--- config.mk ---
export PLATFORM = sky130hd
export DESIGN_NAME = piso_shift_ctrl
export DESIGN_NICKNAME = d
export VERILOG_FILES = /design/src/rtl/piso_shift_ctrl.sv
export SDC_FILE = /design/constraint.sdc
export NUM_CORES = 1
export LEC_CHECK = 0
export ABC_AREA = 1
export CAP_MARGIN = 10
export CORE_MARGIN = 2
export CORE_UTILIZATION = 52
export CTS_BUF_LIST = sky130_fd_sc_hd__clkbuf_8
export DETAILED_ROUTE_END_ITERATION = 10
export GPL_ROUTABILITY_DRIVEN = 0
export PLACE_DENSITY = 0.84
export SLEW_MARGIN = 20
export SYNTH_ARGS = -nofsm -noshare
export SYNTH_HDL_FRONTEND = slang
export SYNTH_SLANG_ARGS = --single-unit
--- constraint.sdc ---
create_clock -name Clk -period 2.2 [get_ports Clk]
set_input_delay 0.22 -clock Clk [delete_from_list [all_inputs] [get_ports Clk]]
set_output_delay 0.22 -clock Clk [all_outputs]
set_load 0.03 [all_outputs]
--- src/rtl/piso_shift_ctrl.sv ---
//------------------------------------------------------------------------------
// piso_shift_ctrl
//
// Parallel-in / serial-out shifter with a ready/valid load handshake.
// A word is accepted on a rising edge where in_valid && in_ready. The frame
// is then presented one bit per cycle on Serial_Out, starting the cycle after
// the accepting edge. While the last bit of a frame is on the line, in_ready
// is high again, so a new word can follow with no gap.
//
// Parameters
//   WIDTH      data bits per word (2..32)
//   MSB_FIRST  1: Parallel_In[WIDTH-1] goes out first, 0: Parallel_In[0] first
//
// Compile-time option
//   PISO_PARITY_EN  when defined, an even-parity bit (XOR of the word) is
//                   appended after the last data bit (frame = WIDTH+1 bits).
//                   When undefined, frame = WIDTH bits and no parity logic.
//
// Ports
//   Clk          in   clock, all state updates on the rising edge
//   Rst          in   synchronous active-high reset, highest priority
//   Parallel_In  in   word to serialise, sampled only at the accepting edge
//   in_valid     in   Parallel_In holds a word to load
//   in_ready     out  a word can be accepted this cycle (combinational)
//   Serial_Out   out  registered serial data bit (0 when idle)
//   out_valid    out  Serial_Out carries a frame bit this cycle
//   busy         out  a frame is in progress
//   done         out  high while the last frame bit is on Serial_Out
//------------------------------------------------------------------------------
module piso_shift_ctrl #(
    parameter int WIDTH     = 8,
    parameter int MSB_FIRST = 1
) (
    input  logic             Clk,
    input  logic             Rst,
    input  logic [WIDTH-1:0] Parallel_In,
    input  logic             in_valid,
    output logic             in_ready,
    output logic             Serial_Out,
    output logic             out_valid,
    output logic             busy,
    output logic             done
);

`ifdef PISO_PARITY_EN
    localparam int FRAME_LEN = WIDTH + 1;
`else
    localparam int FRAME_LEN = WIDTH;
`endif
    localparam int CNT_W = $clog2(FRAME_LEN + 1);

    typedef enum logic {
        IDLE  = 1'b0,
        SHIFT = 1'b1
    } state_t;

    state_t               state;
    // Bits still to be sent, next one in the MSB position.
    logic [FRAME_LEN-1:0] shift_reg;
    // Bits remaining after the one currently on Serial_Out.
    logic [CNT_W-1:0]     bit_cnt;
    logic                 accept;
    logic [FRAME_LEN-1:0] frame;

    // Arrange a word into transmit order: frame[FRAME_LEN-1] is sent first,
    // the optional parity bit lands in frame[0] and is sent last.
    function automatic logic [FRAME_LEN-1:0] build_frame(input logic [WIDTH-1:0] word);
        logic [FRAME_LEN-1:0] f;
        f = '0;
        for (int i = 0; i < WIDTH; i++) begin
            if (MSB_FIRST != 0) begin
                f[FRAME_LEN-1-i] = word[WIDTH-1-i];
            end else begin
                f[FRAME_LEN-1-i] = word[i];
            end
        end
`ifdef PISO_PARITY_EN
        f[0] = ^word;
`endif
        return f;
    endfunction

    // done is registered and only ever set in SHIFT on the last bit, so it
    // doubles as the "last bit on the line" qualifier for the handshake.
    assign in_ready = (state == IDLE) || done;
    assign accept   = in_valid && in_ready;
    assign frame    = build_frame(Parallel_In);

    always_ff @(posedge Clk) begin
        if (Rst) begin
            state      <= IDLE;
            shift_reg  <= '0;
            bit_cnt    <= '0;
            Serial_Out <= 1'b0;
            out_valid  <= 1'b0;
            busy       <= 1'b0;
            done       <= 1'b0;
        end else if (accept) begin
            // Load: first bit goes straight to the output register, the rest
            // wait in shift_reg. Covers both IDLE and back-to-back reloads.
            state      <= SHIFT;
            Serial_Out <= frame[FRAME_LEN-1];
            shift_reg  <= frame << 1;
            bit_cnt    <= CNT_W'(FRAME_LEN - 1);
            out_valid  <= 1'b1;
            busy       <= 1'b1;
            done       <= 1'b0;
        end else if (state == SHIFT) begin
            if (done) begin
                // Last bit has been shown and nothing new arrived.
                state      <= IDLE;
                shift_reg  <= '0;
                bit_cnt    <= '0;
                Serial_Out <= 1'b0;
                out_valid  <= 1'b0;
                busy       <= 1'b0;
                done       <= 1'b0;
            end else begin
                Serial_Out <= shift_reg[FRAME_LEN-1];
                shift_reg  <= shift_reg << 1;
                bit_cnt    <= bit_cnt - 1'b1;
                done       <= (bit_cnt == CNT_W'(1));
            end
        end
    end

endmodule
# Yosys cells after proc, flatten, opt, wreduce, memory -nomap -nowiden
# Cells that the tools add are included.
[word_totals] ff_bits=16 inputBits=11 output_inout_bits=5 wordCells=33
[classes] add_sub_neg=1 eq_ne=1 mux=16 bitwise_logic=1 reduce_logical=6
[op_table] cell="2-to-1 mux 8 bit" n=3
[op_table] cell="2-to-1 mux 1 bit" n=10
[op_table] cell="2-to-1 mux 3 bit" n=2
[op_table] cell="equality test 4 x 1 -> 1 bit (second input constant)" n=1
[op_table] cell="2-to-1 mux 4 bit" n=1
[op_table] cell="nonzero test 2 bit" n=2
[op_table] cell="subtractor 4 x 1 -> 4 bit (second input constant)" n=1
[op_table] cell="AND reduction 2 bit" n=1
[op_table] cell="OR reduction 2 bit" n=1
[op_table] cell="logical AND 1 bit" n=1
[op_table] cell="logical OR 1 bit" n=1
[op_table] cell="NOT 1 bit" n=1

# Depth between registers and ports, before layout
[depth] ltp_word=5 depth_mapped=7 mapped_depth_nobuf=6

# Worst setup path after synthesis
# OpenSTA, ideal clock, no wires.
[synth_path] path_kind="register to register" startpoint="reg done" endpoint="reg shift_reg[3]" setup_time_ns=0.066 arrival_time_ns=1.167 path_slack_ns=0.967 stages_incl_launch_ff=8 path_buffers=1 period_less_slack_ns=1.233 path_cell_list="dfxtp_1 > inv_2 > nand2_2 > buf_6 > nand3_1 > nand2_1 > inv_1 > a21oi_2"
[synth_between] elab_chain_cells=3 elab_cells_between_ends=6 classes_between="mux: 3; reduce/logical: 3"
[synth_rtl] item="start, declared" line_no="42" text="output logic done"
[synth_rtl] item="start signal, assigned" line_no="122" text="done <= (bit_cnt == CNT_W'(1));"
[synth_rtl] item="logical OR 1 bit (*)" line_no="85" text="assign in_ready = (state == IDLE) || done;"
[synth_rtl] item="via in_ready" line_no="38" text="output logic in_ready,"
[synth_rtl] item="logical AND 1 bit (*)" line_no="86" text="assign accept = in_valid && in_ready;"
[synth_rtl] item="2-to-1 mux 8 bit or nonzero test 2 bit (tied branches)"
[synth_rtl] item="end signal, assigned" line_no="103" text="shift_reg <= frame << 1;"
[synth_rtl] item="end signal, assigned" line_no="120" text="shift_reg <= shift_reg << 1;"
[synth_rtl] item="end, declared" line_no="59" text="logic [FRAME_LEN-1:0] shift_reg;"
# Mark *: on every way through the listed nets, which the timed path passes. The rest lies on a longest branch. The select of a mux whose other input is x is not followed.
# A chain may end at the register's enable or synchronous reset.

# Final worst setup path
[layout_path] startpoint="reg done" endpoint="out in_ready"
[layout_between] elab_chain_cells=1
[layout_rtl] item="logical OR 1 bit" line_no="85"
[layout_rtl] item="end, declared" line_no="38"
# Every way passes these cells.

==> impl_metrics.tcl <==
set metrics [dict create \
    initial_utilization_pct 57.1 \
    min_path_cells 2 \
    yosys_warnings 0 \
    root_buffer "clkbuf_8" \
    clock.fmax_ghz 0.538 \
    rows 13 \
    p_total_uw 655 \
    crit_type "reg2out" \
    final_hold_viol_count 0 \
    intPower_uw 472 \
    dp.cells 129 \
    slew_violations 0 \
    grt_max_degree 14 \
    coreArea_um2 1350 \
    grt_pass1_vias 662 \
    overflow 0 \
    cts_max_level 1 \
    dr.max_layer_used "met4" \
    syn_inst 104 \
    syn_to_final_growth_pct 20.6 \
    cp_max_fo 12 \
    cp_data_required_time_ps 1980 \
    largest_reg_flops 7 \
    stdcell_count 133 \
    critPathLaunchType "register" \
    fp.dieH_um 42.5 \
    wl_per_cell_um 12.1 \
    synth.cell_area_um2 771 \
    die_w_um 42.5 \
    antenna_found_initial 0 \
    wl_met1_um 710 \
    combPwrFrac_pct 20.5 \
    status "complete, no violations" \
    ys_seq_area_share_pct 39.0 \
    worst_pin_slew_ps 427 \
    swShare_pct 27.9 \
    drtIter0Drc 18 \
    synthesis.nets 117 \
    firstDrtPassIters 4 \
    pwr_density_cell_nw_per_um2 705 \
    placed_area_um2 885 \
    finalSetupViolCount 0 \
    ys_ff_latch 15 \
    fin_setup_tns_ps 0 \
    fin_util_pct 68.9 \
    layout_common_cells "22 x nand2_1, 18 x nand3_1, 15 x dfxtp_1, 15 x clkdlybuf4s50_1, 13 x inv_1" \
    synth_cell_type_count 19 \
    ant_nets 0 \
    holdBufCountCts 0 \
    grt_pass1_wl_um 2660 \
    routed-wl-met3_um 93 \
    r2r_cells 6 \
    seqPwrFrac_pct 46.8 \
    grt_usage_pct 19.9 \
    rsz0062_at_grt "false" \
    drive_gt1_share_pct 10.2 \
    cts_num_sinks 15 \
    final.min_clock_period_ps 1860 \
    dieArea_um2 1810 \
    io_pins 16 \
    clk_latency_ps 250 \
    stdcell_area_um2 930 \
    wl_met2_um 789 \
    cts_resized 0 \
    clk_pin_slew_ps 60 \
    dpl.hpwl_um 1140 \
    worstSetupEndpointType "primary output" \
    layout_commonest_cell "nand2_1" \
    route.vias.total 707 \
    p_clk_share_pct 32.7 \
    p_switching_uw 183 \
    antenna_cells 0 \
    timing.hold.ws_ps 485 \
    max-slew-margin-rel_pct 71.5 \
    p_leak_nw 0.399 \
    wirelength_um 1610 \
    arrival_ps 1640 \
    postCtsSetupRepairBufs 0 \
    io_buffers 15 \
    viasPerCell 5.32 \
    clockBufferDepth 2 \
    finalCritPeriodShare_pct 84.4 \
    ir_drop_mv 0.542 \
    cts_tree "done" \
    finalNetCount 132 \
    place_ws_ps 607 \
    avgSynthCellArea_um2 7.41 \
    worst_hold_path_type "reg2reg" \
    fin_skew_ps 5.40 \
    drv_cap 0 \
    drc 0 \
    setup_ws_ps 342 \
    rrSetupSlack_ps 950 \
    cts_buffers 3 \
]
[power by group through the flow]
stage,Combinational (mW),Clock [mW],Sequential [mW]
after global routing,0.148,0.232,0.308
after global placement,0.129,0,0.311
after floorplan,0.0918,0,0.316
after CTS,0.135,0.222,0.306
final,0.134,0.214,0.306
after detailed placement,0.133,0,0.312
[critical path: stages, from the launching register on]
cell and delay (ps):
dfxtp_1 420, inv_2 60, nand2_2 190, clkdlybuf4s50_1 720
[cell usage after synthesis (all sizes together)]
| cell | number | share of area [%] |
|---|---|---|
| clkbuf | 1 | 1.8 |
| dfxtp | 15 | 39 |
| ha | 2 | 3.2 |
| o21ai | 2 | 1.3 |
| a31oi | 1 | 0.81 |
| nand2 | 24 | 13 |
| inv | 14 | 6.8 |
| buf | 5 | 6.3 |
| nand4 | 2 | 1.6 |
| a21oi | 11 | 8.6 |
| nand3b | 1 | 0.97 |
| nor2 | 8 | 4.9 |
| nand3 | 18 | 12 |
[path summary, 6_finish.rpt]
path                                                 from                        end
worst max-delay path                    done$_SDFFE_PP0P_                   in_ready
worst min-delay path            shift_reg[1]$_SDFFE_PP0P_  shift_reg[1]$_SDFFE_PP0P_
worst max register to register           state$_SDFF_PP0_  shift_reg[6]$_SDFFE_PP0P_
worst min register to register  shift_reg[1]$_SDFFE_PP0P_  shift_reg[1]$_SDFFE_PP0P_
[layer usage]
layer | vias to the layer above | global-route usage [%]
li1 | 365 | -
met1 | 321 | 21.5
met2 | 19 | 36.6
met3 | 2 | 6.47
met4 | 0 | 5.63
met5 | - | 0
[cell families (layout without fill, tap and decap cells)]
family / Yosys count / count (layout) / share of synthesized area, %
compound gates: 14 / 14 / 10.7
flops: 15 / 15 / 39.0
simple gates: 53 / 53 / 32.1
fa+ha+maj: 2 / 2 / 3.25
buf+inv: 20 / 34 / 14.9
[area by class of cell]
class | instances | area, µm²
fill | 126 | 420
multi-input combinational | 69 | 355
sequential | 15 | 300
timing repair buffer | 16 | 158
inverter | 14 | 52.6
clock buffer | 3 | 41.3
tap | 15 | 18.8
clock inverter | 1 | 3.75
Power figures use the tool's default switching activity.
